<file path="src/rtl/result_stream_packer.sv">
// Drains the two Cell Score Filter result buffers and packs up to three 41-bit results
// into one 128-bit stream word; a partial word is flushed after an idle timeout.
//  state | meaning
//  FILL  | pack holds 0..2 results, accepts whenever enabled
//  FULL  | pack holds 3 results, accepts only on the edge it moves to the output
module result_stream_packer #(
   parameter int RESULT_W      = 41,
   parameter int FLUSH_TIMEOUT = 16
) (
   input  logic                clk,
   input  logic                rst,
   input  logic [RESULT_W-1:0] result_0_data_in,
   input  logic                result_0_valid_in,
   output logic                result_0_rdy_out,
   input  logic [RESULT_W-1:0] result_1_data_in,
   input  logic                result_1_valid_in,
   output logic                result_1_rdy_out,
   output logic [127:0]        so_data,
   output logic                so_valid,
   input  logic                so_rdy
);
   localparam int IDLE_W = $clog2(FLUSH_TIMEOUT + 1);

   typedef enum logic {FILL = 1'b0, FULL = 1'b1} state_t;

   state_t                   state;
   state_t                   state_nxt;
   logic                     enable;
   logic                     last_grant;
   logic                     grant;
   logic                     grant_valid;
   logic [RESULT_W-1:0]      grant_data;
   logic                     out_free;
   logic                     flush_due;
   logic                     move;
   logic                     accept_ok;
   logic                     accept;
   logic [1:0]               count;
   logic [1:0]               count_nxt;
   logic [1:0]               wr_idx;
   logic [2:0][RESULT_W-1:0] slot;
   logic [2:0]               src;
   logic [IDLE_W-1:0]        idle_cnt;

   // Round-robin only matters when both buffers offer; otherwise the valid one wins.
   always_comb begin
      grant       = (result_0_valid_in && result_1_valid_in) ? !last_grant : result_1_valid_in;
      grant_valid = grant ? result_1_valid_in : result_0_valid_in;
      grant_data  = grant ? result_1_data_in : result_0_data_in;
      out_free    = !so_valid || so_rdy;
      flush_due   = (count != 2'd0) && (idle_cnt >= IDLE_W'(FLUSH_TIMEOUT));
   end

   always_ff @(posedge clk or negedge rst) begin
      if (!rst) state <= FILL;
      else      state <= state_nxt;
   end

   always_comb begin
      wr_idx    = move ? 2'd0 : count;
      count_nxt = move ? {1'b0, accept} : count + {1'b0, accept};
      state_nxt = (count_nxt == 2'd3) ? FULL : FILL;
   end

   always_comb begin
      move             = out_free && ((state == FULL) || flush_due);
      accept_ok        = enable && ((state == FILL) || move);
      accept           = accept_ok && grant_valid;
      result_0_rdy_out = accept_ok && !grant;
      result_1_rdy_out = accept_ok && grant;
   end

   always_ff @(posedge clk or negedge rst) begin
      if (!rst) begin
         enable     <= 1'b0;
         last_grant <= 1'b1;
         count      <= 2'd0;
         slot       <= '0;
         src        <= '0;
         idle_cnt   <= '0;
         so_data    <= '0;
         so_valid   <= 1'b0;
      end else begin
         enable <= 1'b1;
         count  <= count_nxt;
         if (accept) last_grant <= grant;

         if (move) begin
            so_data  <= {src, count, slot[2], slot[1], slot[0]};
            so_valid <= 1'b1;
         end else if (so_rdy) begin
            so_valid <= 1'b0;
         end

         // Clearing on move keeps unused slots and source bits zero in the next word.
         if (move) begin
            slot <= '0;
            src  <= '0;
         end
         if (accept) begin
            slot[wr_idx] <= grant_data;
            src[wr_idx]  <= grant;
         end

         if (accept || move)
            idle_cnt <= '0;
         else if ((count != 2'd0) && (idle_cnt != IDLE_W'(FLUSH_TIMEOUT)))
            idle_cnt <= idle_cnt + IDLE_W'(1);
      end
   end
endmodule

</file>
<file path="config.mk">
export PLATFORM = sky130hd
export DESIGN_NAME = result_stream_packer
export DESIGN_NICKNAME = d
export VERILOG_FILES = /design/src/rtl/result_stream_packer.sv
export SDC_FILE = /design/constraint.sdc
export NUM_CORES = 1
export LEC_CHECK = 0
export BUFFER_PORTS_ARGS = -buffer_cell sky130_fd_sc_hd__buf_2
export CORE_MARGIN = 4
export CORE_UTILIZATION = 30
export CTS_CLUSTER_DIAMETER = 200
export DETAILED_ROUTE_END_ITERATION = 10
export PLACE_DENSITY = 0.45
export REMOVE_ABC_BUFFERS = 1
export SLEW_MARGIN = 15
export SYNTH_ARGS = -nofsm -noshare
export SYNTH_HDL_FRONTEND = slang
export SYNTH_SLANG_ARGS = --single-unit
</file>
<file path="constraint.sdc">
create_clock -name clk -period 2.3 [get_ports clk]
set_input_delay 0.23 -clock clk [delete_from_list [all_inputs] [get_ports clk]]
set_output_delay 0.23 -clock clk [all_outputs]
set_load 0.05 [all_outputs]
</file>
* Yosys cells after proc, flatten, opt, wreduce, memory -nomap -nowiden *
Cells that the tools add are included.

word-level totals
  flip-flop bits (word level) = 265
  input port bits = 87

operators by class
  $add $sub $neg = 2
  magnitude comparators = 3
  equal/unequal tests = 2
  multiplexer cells = 20
  bitwise operators = 1
  reduce and logical (&&, ||, !) cells = 19

operators with widths
  kind                                                                          count
  123-bit two-way mux                                                           2
  123-bit bitwise mux                                                           1
  41-bit demux with 2-bit select                                                1
  41-bit two-way mux                                                            2
  5-bit two-way mux                                                             2
  1-bit logical AND                                                             9
  1-bit two-way mux                                                             6
  3-bit two-way mux                                                             2
  2-bit nonzero test                                                            3
  5-bit by 1-bit adder with 5-bit output, second input constant                 1
  5-bit >= comparator, second input constant                                    1
  5-bit != test, second input constant                                          1
  1-bit logical OR                                                              4
  2-bit two-way mux                                                             2
  3-bit bitwise mux                                                             1
  1-bit logical NOT                                                             3
  2-bit by 3-bit less-than comparator with 1-bit output, second input constant  1
  2-bit by 1-bit adder with 2-bit output                                        1
  1-bit demux with 2-bit select                                                 1
  2-bit equality test, second input constant                                    1
  2-bit by 1-bit >= comparator with 1-bit output, second input constant         1
  1-bit NOT                                                                     1

* Longest topological paths before layout *
  word-level depth = 11
  depth in mapped cells = 7

* Least setup slack after synthesis *
Ideal clock, no wire load.

  kind = register to output
  from = register last_grant
  to = output port result_0_rdy_out
  data arrival time = 1735 ps
  required time = 2070 ps
  path slack = 335 ps
  cell stages (with the launch flop) = 6
  path buffers = 2
  cells stage by stage = dfstp_2 -> nand2_1 -> and2_1 -> buf_4 -> buf_2 -> nor2_1

between the ends
  cells in the longest elaborated chain, start to end = 4

RTL lines
  what                    line  RTL
  from (decl)             29    logic last_grant;
  from (signal assigned)  86    if (accept) last_grant <= grant;
  1-bit logical NOT       47    grant = (result_0_valid_in && result_1_valid_in) ? !last_grant : result_1_valid_in;
  1-bit two-way mux       47
  1-bit logical NOT       69    result_0_rdy_out = accept_ok && !grant;
  1-bit logical AND       69
  to (decl)               14    output logic result_0_rdy_out,

No other way between the ends.

* Worst setup path after layout *
Ends and elaborated chain as after synthesis.

==> results.md <==
| Quantity | Value | Unit |
|---|---|---|
| F_max | 458 | MHz |
| Post-layout net count | 1315 | - |
| Max Transition Viols Final | 0 | - |
| Detailed Route Iter0 Violations | 345 | - |
| Buffers on Ports | 217 | - |
| Cell at the root of the clock tree | clkbuf_16 | - |
| Largest area contributor in the synthesized netlist | dfrtp_1 | - |
| Simple-Gate Fraction of Synth Area | 0.182 | - |
| GRT Residual Overflow | 0 | - |
| Kind of critical path | reg2out | - |
| Total chip power | 21.8 | mW |
| Yosys warnings | 0 | - |
| Pin count of the biggest net entering global routing | 93 | - |
| Slew @ Worst Pin | 764 | ps |
| Multiplexer share of the synthesized area | 0.0402 | - |
| Avg Inst Size Synth | 10.5 | sq um |
| Count of different cell masters after synthesis | 33 | - |
| # clock sinks | 265 | - |
| Data required, critical path | 2070 | ps |
| Cell type of the slowest stage on the worst timing path | dfstp_2 | - |
| Die Footprint | 38800 | sq um |
| Worst hold margin | 25.9 | ps |
| Ratio of final minimum period to clock period | 0.950 | - |
| Tmin final | 2180 | ps |
| Post-Synth XOR/XNOR Area | 0.00409 | - |
| Clock insertion delay at the later pin of the skew report | 540 | ps |
| Row count | 68 | - |
| TritonCTS clock tree | yes | - |
| Ports | 218 | - |
| Leakage power of the design | 6.70 | nW |
| Hpwl dp | 17500 | microns |
| Area fraction in compound gates after synthesis | 0.115 | - |
| Cell with the most instances after synthesis | nand2_1 | - |
| Global-route wire length before repair | 46600 | microns |
| Post-synth design cell area | 10700 | sq um |
| Die boundary height | 197 | microns |
| Synth top area share | 0.617 | - |
| Most numerous cell types in the synthesized netlist | nand2_1 (392), dfrtp_1 (264), nor2_1 (94), buf_2 (49), mux2i_1 (43) | - |
| Total Routing Usage GR | 0.147 | - |
| Number of global-route vias before repair | 8062 | - |
| Core region area | 34900 | sq um |
| Number of nets with antenna violations after detailed routing | 0 | - |
| Gpl congestion | 0.714 | - |
| Data arrival at the endpoint of the critical path | 1950 | ps |
| Highest ir drop seen on vdd | 663 | uV |
| DRC Markers | 0 | - |
| Number of cells produced by synthesis | 1023 | - |
| Number of synthesized flops with an enable pin | 0 | - |
| Total number of vias | 7744 | - |
| Adder and majority cell fraction of the synthesized area | 0.00350 | - |
| Setup TNS | 0 | ps |
| Detail-routed net length per standard cell | 16.9 | microns |
| Cell-by-cell listing of the critical path | nand2_1 -> and2_4 -> buf_4 -> nor2_1 -> clkbuf_4 | - |
| Initial antenna violation count | 0 | - |
| #FFs+latches synth | 265 | - |
| Pwr dens | 1650 | nW/um^2 |
| Starting density of the core | 0.307 | - |
| Share of cells above drive strength 1 | 0.261 | - |
| Primary FF master, synth | dfrtp_1 | - |
| Post-synth ARST share | 1.00 | - |
| DIE WIDTH | 197 | microns |
| Mean number of vias per cell | 4.56 | - |
| Startpoint kind of the worst setup timing path | flip-flop | - |
| Synth area leaders | dfrtp_1 (62%), nand2_1 (14%), a211oi_2 (4.7%), mux2i_1 (4.0%), o2bb2ai_1 (3.4%) | - |
| Relative area change from synthesis to final layout | 23.9 | % |
| Run status | completed | - |
| Slowest cell delay on critical path | 520 | ps |
| Worst-path maximum fanout | 5 | - |
| Type of the tightest min-delay check | in2reg | - |
| Count of fill cells added during filler insertion | 3599 | - |
| Fraction of the core area covered by cells at the end of the flow | 0.381 | - |
| Worst rel slew slack | 0.491 | - |
| Max clock buf depth | 3 | - |
| First-pass iteration count of the detailed router | 4 | - |
| Placed Cells | 1645 | - |
| Number of setup violations in the final report | 0 | - |
| Number of endpoints with negative hold slack in the final report | 0 | - |
| Clock skew | 7.24 | ps |
| Sequential-to-total area share from yosys stat | 0.619 | - |
| Unrepaired setup endpoints after global routing | false | - |
| # Max-Cap Violations | 0 | - |
| Final instance count without filler cells | 1699 | - |
| Dominant combinational cell family by area after synthesis | simple AND/OR/NAND/NOR gates | - |
| Worst setup EP type | output pin | - |
| Overall routed net length | 28800 | microns |
| Max H-tree Level | 1 | - |
| Clock edge transition at the registers on the reported setup and hold paths | 60 | ps |
| Clock buffers created by TritonCTS | 30 | - |
final timing paths:
| check | endpoint | startpoint | cells past startpoint | slack (ps) |
|---|---|---|---|---|
| hold reg to reg | so_data[106] | slot[106] | 2 | 460 |
| max in group asynchronous | so_data[118] | rst | 3 | 1430 |
| hold / removal | slot[39] | result_0_data_in[39] | 3 | 30 |
| min in group asynchronous | so_data[58] | rst | 2 | 100 |
| setup reg to reg | slot[88] | last_grant | 6 | 250 |
| setup / recovery | result_0_rdy_out | last_grant | 5 | 120 |
flip-flops by register name (all words and copies together), names as in the netlist:
name	count
last_grant	1
src	3
state	1
enable	1
so_data	128
slot	123
idle_cnt	5
count	2
so_valid	1
cells by family after synthesis:
logic type,after synthesis
DFF,265
AOI/OAI and AO/OA,132
adders and majority gates,3
buffers and inverters,72
xor gates and xnor gates,5
other,1
and+or+nand+nor,502
muxes,43
cell usage in the layout, fill, tap and decap left out, types with 2 or more instances in the layout:
master	count
inv_1	2
xnor2_1	2
buf_4	8
clkinv_2	3
o2bb2ai_1	42
nand4_1	2
clkbuf_16	31
ha_1	3
mux2i_1	43
buf_2	215
nor4b_4	2
a211oi_2	40
a21oi_1	2
nor2_1	94
dfrtp_1	264
buf_12	13
xor2_1	3
clkbuf_1	12
o21ai_1	3
and2_1	2
nand2_1	391
clkbuf_8	3
a211oi_1	42
cell type report:
type                            instances  area (sq um)  area share
Sequential cell                       265          6630       0.500
Multi-Input combinational cell        687          3750       0.282
Timing Repair Buffer                  239          1430       0.108
Clock buffer                           46           862      0.0649
Tap cell                              455           569      0.0429
Clock inverter                          4          22.5     0.00170
Inverter                                2          7.51    0.000566
Antenna cell                            1          2.50    0.000189
metrics by stage:
step / setup slack (ps) / cell area (sq um)
after floorplan: -9530 / 10300
after global placement: 276 / 12400
after detailed placement: 202 / 12400
after CTS: 32.8 / 13300
after global routing: 1.62 / 13300
final: 116 / 13300
critical path, delay by kind of cell, from the launching register on:
kind | cells | cell delay [ps]
DFF | 1 | 520
buffers and inverters | 2 | 410
and+or+nand+nor | 3 | 470
what timing repair did:
action	in CTS	in global routing
cloned	1	0
setup buffers	1	0
hold buffers	1	0
resized for setup	0	1
hold endpoints to repair	264	0
setup endpoints to repair	1	1
pin swaps	1	0
metal layers:
| layer | global-route usage | part of all wire |
|---|---|---|
| met5 | 0 | 0 |
| met3 | 0.0250 | 0.042 |
| met4 | 0.0280 | 0.018 |
| met1 | 0.208 | 0.47 |
| met2 | 0.241 | 0.47 |
power by group:
part           internal (mW)  total [mW]  switching (mW)
Combinational           2.61        9.48            6.86
Clock                   2.54        4.40            1.86
Sequential              6.78        7.97            1.19
Note: power is estimated with default switching activity, not from simulation.
